===== src/rtl/ev_buffer_multi.sv =====
// Multi-entry write-back buffer between the data cache and the memory arbiter.
// Absorbs dirty lines in one cycle, serves read hits locally, drains FIFO-ordered to memory.
module ev_buffer_multi #(
   parameter int unsigned DEPTH       = 4,
   parameter int unsigned ADDR_W      = 32,
   parameter int unsigned LINE_W      = 256,
   parameter int unsigned OFFSET_W    = 5,
   parameter int unsigned EAGER_DRAIN = 1
) (
   input  logic                       clk,
   input  logic                       rst,
   input  logic [ADDR_W-1:0]          mem_address,
   input  logic                       mem_read,
   input  logic                       mem_write,
   input  logic [LINE_W-1:0]          mem_wdata,
   output logic                       ev_resp,
   output logic [LINE_W-1:0]          ev_rdata,
   input  logic                       pmem_resp,
   input  logic [LINE_W-1:0]          pmem_rdata,
   output logic [ADDR_W-1:0]          pmem_address,
   output logic                       pmem_read,
   output logic                       pmem_write,
   output logic [LINE_W-1:0]          pmem_wdata,
   input  logic                       flush,
   output logic [$clog2(DEPTH+1)-1:0] ev_count,
   output logic                       ev_full,
   output logic                       ev_empty,
   output logic [31:0]                ev_hits,
   output logic [31:0]                ev_writebacks
);

   localparam int unsigned PTR_W = $clog2(DEPTH);
   localparam int unsigned CNT_W = $clog2(DEPTH+1);
   localparam int unsigned TAG_W = ADDR_W - OFFSET_W;

   typedef enum logic [1:0] {IDLE, READ, DRAIN} state_t;

   state_t                 state, state_nx;
   logic [DEPTH-1:0]       valid;
   logic [TAG_W-1:0]       tag_q  [DEPTH];
   logic [LINE_W-1:0]      data_q [DEPTH];
   logic [PTR_W-1:0]       head, tail;
   logic [TAG_W-1:0]       req_tag;
   logic                   hit;
   logic [PTR_W-1:0]       hit_idx;
   logic                   do_enq, do_upd, do_hit, do_pop;

   assign req_tag  = mem_address[ADDR_W-1:OFFSET_W];
   assign ev_full  = (ev_count == CNT_W'(DEPTH));
   assign ev_empty = (ev_count == '0);

   // Associative line match; coalescing guarantees at most one hit.
   always_comb begin
      hit     = 1'b0;
      hit_idx = '0;
      for (int unsigned i = 0; i < DEPTH; i++) begin
         if (valid[i] && (tag_q[i] == req_tag)) begin
            hit     = 1'b1;
            hit_idx = PTR_W'(i);
         end
      end
   end

   always_ff @(posedge clk) begin
      if (rst) begin
         state         <= IDLE;
         valid         <= '0;
         head          <= '0;
         tail          <= '0;
         ev_count      <= '0;
         ev_hits       <= '0;
         ev_writebacks <= '0;
      end else begin
         state <= state_nx;
         if (do_enq) begin
            valid[tail] <= 1'b1;
            tail        <= tail + 1'b1;
            ev_count    <= ev_count + 1'b1;
         end
         if (do_pop) begin
            valid[head]   <= 1'b0;
            head          <= head + 1'b1;
            ev_count      <= ev_count - 1'b1;
            ev_writebacks <= ev_writebacks + 32'd1;
         end
         if (do_hit) ev_hits <= ev_hits + 32'd1;
      end
   end

   // Line storage needs no reset; occupancy is tracked by valid.
   always_ff @(posedge clk) begin
      if (do_enq) begin
         tag_q[tail]  <= req_tag;
         data_q[tail] <= mem_wdata;
      end else if (do_upd) begin
         data_q[hit_idx] <= mem_wdata;
      end
   end

   always_comb begin
      state_nx     = state;
      ev_resp      = 1'b0;
      ev_rdata     = '0;
      pmem_address = '0;
      pmem_read    = 1'b0;
      pmem_write   = 1'b0;
      pmem_wdata   = '0;
      do_enq       = 1'b0;
      do_upd       = 1'b0;
      do_hit       = 1'b0;
      do_pop       = 1'b0;
      case (state)
         IDLE: begin
            if (mem_write) begin
               if (hit) begin
                  ev_resp = 1'b1;
                  do_upd  = 1'b1;
               end else if (!ev_full) begin
                  ev_resp = 1'b1;
                  do_enq  = 1'b1;
               end else begin
                  state_nx = DRAIN;
               end
            end else if (mem_read) begin
               if (hit) begin
                  ev_resp  = 1'b1;
                  ev_rdata = data_q[hit_idx];
                  do_hit   = 1'b1;
               end else begin
                  state_nx = READ;
               end
            end else if (!ev_empty && ((EAGER_DRAIN != 0) || flush || ev_full)) begin
               state_nx = DRAIN;
            end
         end
         READ: begin
            pmem_read    = 1'b1;
            pmem_address = mem_address;
            ev_rdata     = pmem_rdata;
            ev_resp      = pmem_resp;
            if (pmem_resp) state_nx = IDLE;
         end
         DRAIN: begin
            pmem_write   = 1'b1;
            pmem_address = {tag_q[head], {OFFSET_W{1'b0}}};
            pmem_wdata   = data_q[head];
            if (pmem_resp) begin
               do_pop   = 1'b1;
               state_nx = IDLE;
            end
         end
         default: state_nx = IDLE;
      endcase
   end

endmodule

===== config.mk =====
export PLATFORM = sky130hd
export DESIGN_NAME = ev_buffer_multi
export DESIGN_NICKNAME = d
export VERILOG_FILES = /design/src/rtl/ev_buffer_multi.sv
export SDC_FILE = /design/constraint.sdc
export NUM_CORES = 2
export LEC_CHECK = 0
export CAP_MARGIN = 10
export CORE_AREA = 4 4 456 458
export DETAILED_ROUTE_END_ITERATION = 10
export DIE_AREA = 0 0 460 462
export HOLD_SLACK_MARGIN = 0.15
export PLACE_DENSITY_LB_ADDON = 0.1
export SYNTH_ARGS = -nofsm -noshare
export SYNTH_HDL_FRONTEND = slang
export SYNTH_SLANG_ARGS = --single-unit

===== constraint.sdc =====
create_clock -name clk -period 41.8 [get_ports clk]
set_clock_uncertainty 0.05 [all_clocks]
set_input_delay 8.36 -clock clk [delete_from_list [all_inputs] [get_ports clk]]
set_output_delay 8.36 -clock clk [all_outputs]
set_load 0.05 [all_outputs]

-- Yosys cells after proc, flatten, opt, wreduce, memory -nomap -nowiden
Memories as Yosys holds them, arrays and structs flattened. A register that Yosys moved wholly into a read port is not among the register bits.
Cells that the tools add are included.
- output and inout port bits: 616
- register bits after elaboration: 77
- bits of input ports: 550
- logic and storage cells: 105
- bits in writable memories: 1132
- memories: 2
- memory list (name ; words ; bits a word ; rd ports ; clocked after memory_dff ; wr ports ; RTL line ; source):
    data_q ; 4 ; 256 ; 2 ; 1 ; 1 ; 41 ; logic [LINE_W-1:0] data_q [DEPTH];
    tag_q ; 4 ; 27 ; 5 ; 1 ; 1 ; 40 ; logic [TAG_W-1:0] tag_q [DEPTH];
- add/subtract/negate cells: 6
- equality and inequality tests: 12
- magnitude comparators: 4
- reductions and logical operators: 12
- bitwise gates (word level): 3
- multiplexer cells: 59
- operator list (kind ; count):
    256-bit 2-to-1 mux ; 5
    256-bit case mux with 2 select lines ; 1
    256-bit OR reduction ; 1
    27-bit == test ; 4
    32-bit by 1-bit adder with 32-bit output, second input constant ; 2
    32-bit case mux with 2 select lines ; 1
    1-bit 2-to-1 mux ; 29
    2-bit 2-to-1 mux ; 14
    4-bit 2-to-1 mux ; 3
    3-bit != test, second input constant ; 3
    1-bit logical AND ; 6
    2-bit by 3-bit less-than comparator with 1-bit output, second input constant ; 2
    3-bit 2-to-1 mux ; 2
    5-bit AND reduction ; 1
    2-bit by 1-bit adder with 2-bit output, second input constant ; 2
    4-bit bitwise AND ; 1
    1-bit demux with 2-bit select ; 2
    2-bit by 1-bit greater-or-equal comparator with 1-bit output, second input constant ; 2
    4-bit != test, second input constant ; 1
    4-bit NOT ; 1
    4-bit OR ; 1
    2-bit case mux with 2 select lines ; 1
    3-bit by 1-bit adder with 3-bit output, second input constant ; 1
    3-bit == test, second input constant ; 1
    other kinds (9) ; 9

-- Depth between registers and ports, before layout
An unclocked memory read counts as a cell.
- depth after elaboration: 15
- mapped depth: 11
- mapped depth without buffers: 10

-- Least setup slack after synthesis
No wires, ideal clock.
- path kind: input port to flip-flop
- from: input port mem_address[6]
- to: memory data_q[3][0], enable pin
- arrival time: 28.526 ns
- data required time: 40.511 ns
- setup time: 1.239 ns
- stages on the path: 10
- slack: 11.986 ns
- buffers on the path: 2
- cells stage by stage: clkbuf_1 xor2_1 or4_1 nor4_1 and4_1 clkbuf_1 a21oi_1 nor2_1 a21oi_1 nor3b_1
- longest elaborated chain between the ends: 14
- elaborated cells on any way between the ends: 29
- classes of those cells: eq/ne: 4; mux: 20; reduce/logical: 5
- RTL lines (item ; RTL line ; source):
    from (decl) ; 12 ; input logic [ADDR_W-1:0] mem_address,
    27-bit == test ; 57 ; if (valid[i] && (tag_q[i] == req_tag)) begin
    1-bit logical AND ; 57 ;
    1-bit 2-to-1 mux (4 in series) ; 57 ;
    1-bit 2-to-1 mux ; 115 ; if (hit) begin
    1-bit 2-to-1 mux ; 114 ; if (mem_write) begin
    1-bit 2-to-1 mux ; 112 ; case (state)
    1-bit 2-to-1 mux ; 95 ; end else if (do_upd) begin
    1-bit 2-to-1 mux ; 92 ; if (do_enq) begin
    1-bit 2-to-1 mux (not written as such) ; 96 ; data_q[hit_idx] <= mem_wdata;
    256-bit OR reduction (no source line) ; - ;
    2-bit 2-to-1 mux (no source line) or 1-bit 2-to-1 mux (tied branches) ; - ;
    to (decl) ; 41 ;
Parallel ways exist; a longest one is shown, timed or not.

-- Worst setup path in the final report
- from: input port mem_address[7]
- to: output port ev_rdata[173]
- longest elaborated chain between the ends: 10
- elaborated cells on any way between the ends: 20
- classes of those cells: eq/ne: 4; mux: 11; reduce/logical: 4; memory: 1
- RTL lines (item ; RTL line ; source):
    27-bit == test ; 57 ;
    1-bit logical AND ; 57 ;
    1-bit 2-to-1 mux ; 57 ;
    2-bit 2-to-1 mux or 1-bit 2-to-1 mux (tied branches) (2 in series) ; 57 ;
    memory read 4 x 256 bit or 1-bit 2-to-1 mux (tied branches) ; - ;
    256-bit 2-to-1 mux (*) ; 125 ; if (hit) begin
    256-bit 2-to-1 mux (*) ; 124 ; end else if (mem_read) begin
    256-bit 2-to-1 mux (*) ; 114 ;
    256-bit case mux with 2 select lines (*) ; 112 ;
    to (decl) ; 17 ; output logic [LINE_W-1:0] ev_rdata,
Mark *: on every way between the ends. The rest lies on a longest branch, timed or not.

==> results.md <==
* Post-layout min period at 23.20 ns
* Clk buf depth at 3
* Initial DRC count at 3490
* Period Utilization, post-route at 0.555
* Post-synthesis sequential area ratio at 0.625
* VDD IR max at 0.0376 mV
* CP endpoint kind: output port
* CP startpoint kind: primary input
* Pre-CTS WS at 18.43 ns
* Nets at 5840
* Setup Total Neg Slack at 0 ns
* Largest net degree at the start of global routing at 112
* First-pass GRT wire length at 350000 um
* Synth cell types at 45
* Max-cap violations at 0
* CTS Buf Count at 149
* Critical Path RT at 33.39 ns
* Max-slew violations at 0
* Final Setup Violations at 0
* Cell taking the most area after synthesis: edfxtp_1
* Final wirelength at 255000 um
* Die width at 460 um
* PostCTS Resize Cnt at 0
* Post-CTS Setup Inserts at 0
* Register bit total from synthesis at 1211
* Min-delay worst type: reg2reg
* Gr usage total at 0.231
* FILL cells at 19700
* # DRC at 0
* P per Cell Area at 45.4 nW/um2
* Mapped Nets at 4819
* Vias in the first global route at 43200
* Post-synth ARST share at 0
* Dominant cells by area after synthesis: edfxtp_1 60%, mux4_2 11%, o21ai_0 4.7%
* Drt pass-1 iters at 5
* Area grow syn2layout at 33.6%
* Design area at 76000 um2
* Syn avg cell area at 13.4 um2
* Top cell type's share of synthesized area at 0.597
* Initial antenna violation count at 119
* Crit Path Max Fanout at 111
* Main synth FF type: edfxtp_1
* Die Y at 462 um
* Status: finished, final reports clean
* Post-Syn Instances at 4255
* Max frequency at 0.0431 GHz
* Rel. slew slack at 0.251
* Clock Sinks at 1211
* H-tree depth at 4
* Post-DR wirelength/cell at 31.4 um
* Routed via count at 42900
* Antenna Nets Post-Route at 0
* CP Class: in2out
* IO buf count at 1164
* Unrepaired setup endpoints after global routing: no
* Die area at 213000 um2
* Mapped cell area at 56900 um2
* Final worst slack at 18.60 ns
* Share of layout cells above drive strength 1 at 0.107
* Initial Utilization at 0.279
* Core area at 204000 um2
* Actual slew at the worst max-slew pin at 1.11 ns
* # IOs at 1166
* Hold_buf cts at 0
* Lkg Pwr at 24.2 nW
* DP HPWL at 173000 um
* CTS tree: done
* Gpl congestion at 0.863
* Vias per inst at 5.27
* FP Rows at 166
* Clock transition at path regs at 0.06 ns
* Area after DPL at 71300 um2
* Yosys warning count at 0
* Post-synth EDFFs at 1132
* Worst-Skew Late Latency at 0.80 ns
* WP data arrival at 14.79 ns
* Grt ovf at 0
* Hold Fails Final Rpt at 0
* Root Driver: clkbuf_16
## stage by stage
| step | hold WS, ns | std cells | total power [W] | utilization |
|---|---|---|---|---|
| finish | 0.424 | 8133 | 0.00345 | 0.373 |
| global route | 0.467 | 8107 | 0.00358 | 0.372 |
| CTS | 0.431 | 8083 | 0.00350 | 0.372 |
| detailed placement | 0.423 | 7813 | 0.00224 | 0.349 |
| global placement | 0.414 | 7813 | 0.00224 | 0.349 |
| floorplan | 0.412 | 4255 | 0.00194 | - |
## sequential cells by signal (all words and copies together), names as in the netlist, named ones only
name / count
tail: 2
valid: 4
ev_count: 3
data_q: 1024
state: 2
ev_hits: 32
head: 2
ev_writebacks: 32
tag_q: 108
## logic make-up after synthesis
kind of cell    after synthesis  synth area share
simple gates               1340             0.115
buf+inv                     395            0.0263
xor+xnor                    158            0.0243
flops                      1211             0.625
mux                         285             0.112
fa+ha+maj                    14           0.00321
compound gates              852            0.0940
## report_power, final
| part | switching, W | total (W) | internal (W) |
|---|---|---|---|
| logic | 0.000464 | 0.000719 | 0.000255 |
| registers | 0.0000446 | 0.00149 | 0.00144 |
| clock network | 0.000532 | 0.00124 | 0.000710 |
## final timing paths
check | startpoint | to | slack [ns] | cells past startpoint
min reg2reg | ev_hits[31] | ev_hits[31] | 0.42 | 2
max | mem_address[7] | ev_rdata[173] | 18.60 | 13
max reg2reg | tag_q[3][1] | data_q[3][7] | 34.79 | 13
min | ev_hits[31] | ev_hits[31] | 0.42 | 2
## worst max-delay path, stage by stage
cell             delay (ns)
clkdlybuf4s50_1        0.69
xor2_1                 0.36
or4_1                  0.19
nor4_1                 0.04
nand4_1                0.19
buf_12                 0.44
buf_4                  0.68
buf_4                  0.74
buf_4                  0.71
buf_4                  0.67
o21ai_0                0.20
o21ai_0                0.42
clkdlybuf4s50_1        0.91
## layout make-up
type | instances | area (um2) | area share
antenna | 50 | 125 | 0.00165
tap | 2688 | 3360 | 0.0442
inverter | 23 | 86.3 | 0.00114
timing repair buffer | 1242 | 12300 | 0.162
clock inverter | 75 | 639 | 0.00841
clock buffer | 195 | 3980 | 0.0524
sequential | 1211 | 35600 | 0.468
multi-input combinational | 2649 | 19900 | 0.262
## layer usage
layer / vias to the layer above / GRT usage / routed length, um
met1: 22000 / 0.281 / 101000
met4: 84 / 0.0774 / 8400
met3: 413 / 0.0811 / 23200
met2: 1684 / 0.380 / 122000
li1: 18700 / - / -
met5: - / 0 / 587
## Yosys cell counts (all sizes together), types with 23 or more instances
| master | number |
|---|---|
| edfxtp | 1132 |
| nand2 | 549 |
| o21ai | 529 |
| clkbuf | 314 |
| mux4 | 283 |
| nand3 | 279 |
| and2 | 268 |
| a32oi | 257 |
| xor2 | 96 |
| dfxtp | 79 |
| nor2 | 71 |
| xnor2 | 62 |
| buf | 58 |
| nor4 | 43 |
| nand4 | 31 |
| nor2b | 28 |
| a22oi | 27 |
| a21oi | 23 |
| inv | 23 |
## placed cells by master, fill, tap and decap left out, types with 18 or more instances in the layout
cell type / n
a21oi_1: 23
nand4_1: 31
nand3_1: 279
and2_1: 265
edfxtp_1: 1132
clkbuf_16: 151
clkinv_1: 34
nand2_1: 548
inv_1: 23
clkbuf_1: 40
xor2_1: 96
mux4_2: 283
clkdlybuf4s50_1: 1163
a22oi_1: 27
clkinv_2: 20
nor4_1: 41
diode_2: 50
nor2_1: 70
a32oi_1: 257
nor2b_1: 28
dfxtp_1: 77
o21ai_0: 528
xnor2_1: 62
nor3_1: 18
buf_4: 71
or3_1: 18
(Power assumes the default switching activity.)
